==> config.mk <==
export PLATFORM = sky130hd
export DESIGN_NAME = alu_exec
export DESIGN_NICKNAME = d
export VERILOG_FILES = /design/src/rtl/alu_pkg.sv /design/src/rtl/alu_shift_iter.sv /design/src/rtl/alu_exec.sv
export SDC_FILE = /design/constraint.sdc
export NUM_CORES = 1
export LEC_CHECK = 0
export BUFFER_PORTS_ARGS = -buffer_cell sky130_fd_sc_hd__buf_4
export CAP_MARGIN = 15
export CORE_MARGIN = 2
export CORE_UTILIZATION = 50
export DETAILED_ROUTE_END_ITERATION = 10
export PLACE_DENSITY = 0.72
export SYNTH_ARGS = -nofsm -noshare
export SYNTH_HDL_FRONTEND = slang
export SYNTH_SLANG_ARGS = --single-unit
==> constraint.sdc <==
create_clock -name clk -period 5.35 [get_ports clk]
set_clock_uncertainty 0.05 [all_clocks]
set_input_delay 0.535 -clock clk [delete_from_list [all_inputs] [get_ports clk]]
set_output_delay 0.535 -clock clk [all_outputs]
set_load 0.01 [all_outputs]
==> src/rtl/alu_pkg.sv <==
// Shared definitions for the execution-side ALU: operation codes,
// the FSM state type and a shift-code helper.
package alu_pkg;

    localparam logic [2:0] ALU_ADD = 3'b000;
    localparam logic [2:0] ALU_SUB = 3'b001;
    localparam logic [2:0] ALU_AND = 3'b010;
    localparam logic [2:0] ALU_OR  = 3'b011;
    localparam logic [2:0] ALU_SLT = 3'b101;
    localparam logic [2:0] ALU_SLL = 3'b100;
    localparam logic [2:0] ALU_SRL = 3'b110;
    localparam logic [2:0] ALU_SRA = 3'b111;

    typedef enum logic {
        IDLE  = 1'b0,
        SHIFT = 1'b1
    } state_t;

    function automatic logic is_shift_code(input logic [2:0] code);
        return (code == ALU_SLL) || (code == ALU_SRL) || (code == ALU_SRA);
    endfunction

endpackage

==> src/rtl/alu_shift_iter.sv <==
// Iterative one-bit-per-cycle shifter: working register, counter, done pulse.
// Ports: clk/reset, start (latch operands), run (shift this cycle), op,
// shamt, data_in; done is high in the cycle whose shift yields the final
// value, data_out is the working register shifted by one more bit.
module alu_shift_iter
    import alu_pkg::*;
#(
    parameter int WIDTH = 32
) (
    input  logic                     clk,
    input  logic                     reset,
    input  logic                     start,
    input  logic                     run,
    input  logic [2:0]               op,
    input  logic [$clog2(WIDTH)-1:0] shamt,
    input  logic [WIDTH-1:0]         data_in,
    output logic                     done,
    output logic [WIDTH-1:0]         data_out
);

    localparam int SW = $clog2(WIDTH);

    logic [WIDTH-1:0] work;
    logic [SW-1:0]    count;
    logic [2:0]       code;

    always_comb begin
        data_out = work;
        case (code)
            ALU_SLL: data_out = work << 1;
            ALU_SRL: data_out = work >> 1;
            ALU_SRA: data_out = {work[WIDTH-1], work[WIDTH-1:1]};
            default: data_out = work;
        endcase
    end

    // The shift performed while count==1 is the last one.
    assign done = run && (count == SW'(1));

    always_ff @(posedge clk) begin
        if (reset) begin
            work  <= '0;
            count <= '0;
            code  <= ALU_ADD;
        end else if (start) begin
            work  <= data_in;
            count <= shamt;
            code  <= op;
        end else if (run) begin
            work  <= data_out;
            count <= count - SW'(1);
        end
    end

endmodule

==> src/rtl/alu_exec.sv <==
// Execution ALU: add/sub/and/or/slt in one registered cycle behind a
// valid/ready handshake, result held in a one-deep output register.
// Ports: clk, reset (sync, active high), in_valid/in_ready, alu_control,
// src_a, src_b, out_valid/out_ready, result, zero, illegal.
// Define ALU_EXEC_SHIFT_EN to add the iterative sll/srl/sra shifter;
// without it shift codes complete in one cycle flagged illegal.
module alu_exec
    import alu_pkg::*;
#(
    parameter int WIDTH = 32
) (
    input  logic             clk,
    input  logic             reset,
    input  logic             in_valid,
    output logic             in_ready,
    input  logic [2:0]       alu_control,
    input  logic [WIDTH-1:0] src_a,
    input  logic [WIDTH-1:0] src_b,
    output logic             out_valid,
    input  logic             out_ready,
    output logic [WIDTH-1:0] result,
    output logic             zero,
    output logic             illegal
);

    state_t           state;
    logic             accept;
    logic             load;
    logic [WIDTH-1:0] alu_res;
    logic             alu_ill;
    logic [WIDTH-1:0] ld_res;
    logic             ld_ill;

    assign in_ready = !reset && (state == IDLE) && (!out_valid || out_ready);
    assign accept   = in_valid && in_ready;

    always_comb begin
        alu_res = '0;
        alu_ill = 1'b0;
        case (alu_control)
            ALU_ADD: alu_res = src_a + src_b;
            ALU_SUB: alu_res = src_a - src_b;
            ALU_AND: alu_res = src_a & src_b;
            ALU_OR:  alu_res = src_a | src_b;
            ALU_SLT: alu_res = {{(WIDTH-1){1'b0}},
                                $signed(src_a) < $signed(src_b)};
            default: begin
`ifdef ALU_EXEC_SHIFT_EN
                // Only a zero-amount shift completes here: identity.
                alu_res = src_a;
`else
                alu_ill = 1'b1;
`endif
            end
        endcase
    end

`ifdef ALU_EXEC_SHIFT_EN
    localparam int SW = $clog2(WIDTH);

    state_t           state_nx;
    logic [SW-1:0]    shamt;
    logic             start;
    logic             done;
    logic [WIDTH-1:0] sh_res;

    assign shamt = src_b[SW-1:0];
    assign start = accept && is_shift_code(alu_control) && (shamt != '0);

    always_ff @(posedge clk) begin
        if (reset) state <= IDLE;
        else       state <= state_nx;
    end

    always_comb begin
        state_nx = state;
        unique case (state)
            IDLE:  if (start) state_nx = SHIFT;
            SHIFT: if (done)  state_nx = IDLE;
        endcase
    end

    alu_shift_iter #(.WIDTH(WIDTH)) u_shift (
        .clk      (clk),
        .reset    (reset),
        .start    (start),
        .run      (state == SHIFT),
        .op       (alu_control),
        .shamt    (shamt),
        .data_in  (src_a),
        .done     (done),
        .data_out (sh_res)
    );

    // No accept can coincide with done: in_ready is low during SHIFT.
    assign load   = (accept && !start) || done;
    assign ld_res = done ? sh_res : alu_res;
    assign ld_ill = done ? 1'b0 : alu_ill;
`else
    assign state  = IDLE;
    assign load   = accept;
    assign ld_res = alu_res;
    assign ld_ill = alu_ill;
`endif

    always_ff @(posedge clk) begin
        if (reset) begin
            out_valid <= 1'b0;
            result    <= '0;
            zero      <= 1'b0;
            illegal   <= 1'b0;
        end else if (load) begin
            out_valid <= 1'b1;
            result    <= ld_res;
            zero      <= (ld_res == '0);
            illegal   <= ld_ill;
        end else if (out_ready) begin
            out_valid <= 1'b0;
        end
    end

endmodule

==> results by group <==
Pwr
  – Pwr/cell area: 173 mW/mm^2
  – Total Power: 1310 uW
  – Worst vdd ir: 0.130 mV
  – Leak Pwr: 0.00352 uW

Die
  – Die area: 0.0141 sq mm
  – Width of the die: 119 um
  – I/O pin cnt: 107
  – Initial cell density of the core: 51.6%
  – Core Box Area: 0.0127 sq mm
  – Rows: 41
  – Die Span Y: 119 um

STA
  – Final Hold Viols: 0
  – Final worst path period share: 73.0%
  – Period minus WS final: 3.91 ns
  – Fmax: 256 MHz
  – Slew @ Worst Pin: 0.978 ns
  – TNS Setup: 0 ns
  – RSZ-0062 raised after global routing: no
  – Final setup vio count: 0
  – Normalized max-slew margin: 34.8%
  – Slew Limit Fails: 0

Global routing
  – GRT Resource Usage Total: 28.2%
  – First-pass GRT wire length: 33.0 mm
  – Vias in the first global route: 6404
  – Initial antenna violation count: 0
  – Grt ovf: 0
  – Largest net degree at the start of global routing: 65

Worst hold path
  – Hold Path Depth: 2
  – Worst Hold Class: primary input to flip-flop

Drt
  – Vias: 7065
  – WL final: 20.6 mm
  – Antenna-violating nets left: 0
  – Vias per cell: 6.20
  – DRC viols: 0
  – WL/cell: 18.1 um
  – Initial DRC Count: 553
  – Pre-antenna DRT Iters: 5

Placement
  – HPWL Detailed: 15.8 mm
  – Area post-placement: 0.00736 sq mm
  – I/O Buffers: 106
  – GPL Wtd Cong: 0.997
  – Post-Place Cells: 1132

Yosys
  – Unique masters post-synth: 90
  – Yosys top cell area share: 20.4%
  – Synth warn: 0
  – Largest family of logic cells by synthesized area: compound AO/OA/AOI/OAI gates
  – Most frequent cell after synthesis: ha_1
  – Post-synthesis mux area share: 1.26%
  – Xor/xnor share of the synthesized area: 2.14%
  – Simple-Gate Fraction of Synth Area: 21.2%
  – EDFF count, synth: 0
  – Post-Syn Instances: 906
  – Top cells by count, synth: 107 x ha_1, 87 x inv_1, 73 x a21oi_1
  – Net Count, Synth: 1086
  – Asr flop ratio synth: 0%
  – Yosys reg bits: 35
  – Area leader, netlist: ha_1
  – Synth Area per Inst: 7.24 sq um
  – Synth Area in Compound Gates: 34.6%
  – Synth area leaders: ha_1 20%, dfxtp_1 11%, a21oi_1 5.6%
  – Post-Synth Adder-Cell Area: 21.0%
  – Mapped Area: 0.00656 sq mm
  – Post-synth top flop: dfxtp_1
  – Register area share after synthesis: 10.7%

Worst setup path
  – Worst path arrival time: 4.05 ns
  – Startpoint types: primary input
  – Peak fanout along the critical path: 5
  – Worst R2R Setup Slack: 2.71 ns
  – Type of the worst setup path: primary input to flip-flop
  – R2R depth: 10
  – Worst setup EP type: flip-flop
  – Data required, critical path: 5.50 ns

Clock network
  – Reg clk slew, reported paths: 0.06 ns
  – Postcts setup bufs: 0
  – CTS tree: yes
  – Hold buffer count at CTS: 0
  – Clock buffer depth: 2
  – Gates resized, CTS repair: 0
  – Clock tree sinks: 35
  – CTS root buf: clkbuf_16
  – H-tree depth: 2
  – Cts bufs inserted: 5
  – Clk_lat worst skew: 0.29 ns

Finish
  – Filler instances: 1255
  – Final Cell Area: 0.00754 sq mm
  – Area delta synth->final: 14.9%
  – Nets: 1147
  – Share of cells above drive strength 1: 16.4%
  – # diodes: 0
  – Non-Filler Instances: 1140

Run
  – Total of max-cap violations: 0

Run status
  – Outcome: complete, no violations
## where the power goes
| part | internal [uW] | switching [uW] |
|---|---|---|
| Sequential | 274 | 8.81 |
| Combinational | 260 | 407 |
| Clock | 223 | 134 |
| Total | 757 | 550 |
## final cells by class
type | instances | area [sq um] | area share, %
Clock buffer | 5 | 125 | 1.66
Sequential cell | 35 | 701 | 9.30
Tap cell | 172 | 215 | 2.86
Timing Repair Buffer | 112 | 841 | 11.2
Clock inverter | 3 | 47.5 | 0.631
Inverter | 89 | 334 | 4.43
Multi-Input combinational cell | 724 | 5270 | 70.0
## through the flow
stage / setup WS [ns] / hold slack [ns] / utilization, %
2_1_floorplan: 1.90 / 0.428 / -
3_3_place_gp: 1.32 / 0.388 / 57.9
3_5_place_dp: 1.32 / 0.406 / 57.9
4_1_cts: 1.58 / 0.385 / 59.2
5_1_grt: 1.30 / 0.388 / 59.2
6_report: 1.44 / 0.386 / 59.2
## critical path: stages
cell and delay [ns]:
buf_4 0.09, ha_1 0.18, inv_1 0.07, fa_1 0.41, nand3b_1 0.25, a211oi_1 0.42
nor2_1 0.21, o21ai_0 0.41, nand4_1 0.23, nor3_1 0.25, a311oi_1 0.10, xnor2_1 0.19
a211oi_1 0.25, nand4b_1 0.18, o41ai_2 0.28
## kinds of logic (layout without fill, tap and decap cells)
| kind of cell | Yosys count | in the layout |
|---|---|---|
| AOI/OAI and AO/OA | 322 | 322 |
| xor gates and xnor gates | 16 | 16 |
| adders and majority gates | 109 | 109 |
| buffers and inverters | 147 | 209 |
| DFF | 35 | 35 |
| muxes | 7 | 7 |
| and+or+nand+nor | 270 | 270 |
## layout by cell type, fill, tap and decap left out, types with 7 or more instances in the layout
master / n
o21ai_0: 58
a22o_1: 17
a211oi_1: 28
ha_1: 107
nor2b_1: 12
nand2_1: 66
nand2b_1: 9
nand3_1: 15
o211ai_1: 16
nor4_1: 12
a31oi_1: 12
o31ai_1: 7
a21o_1: 17
nor3_1: 25
nand4_1: 12
nor2_1: 65
o22ai_1: 12
dfxtp_1: 35
and3_1: 12
a21oi_1: 71
xnor2_1: 14
buf_4: 112
inv_1: 87
## routing by layer
metal  vias up  wire length [um]  global-route usage [%]
li1       3422                 -                       -
met1      3261              9520                    41.1
met2       346              8970                    44.0
met3        36              1730                    3.19
met4         0               412                    6.92
met5         -                 0                       0
## path summary, 6_finish.rpt
path / start / endpoint
worst max-delay path: src_b[0] / zero
worst min-delay path: reset / out_valid
worst max register to register: out_valid / zero
worst min register to register: result[7] / result[7]
## state kept, by name (all words and copies together) (netlist names)
signal,count
out_valid,1
result,32
zero,1
illegal,1
Power figures use the tool's default switching activity.
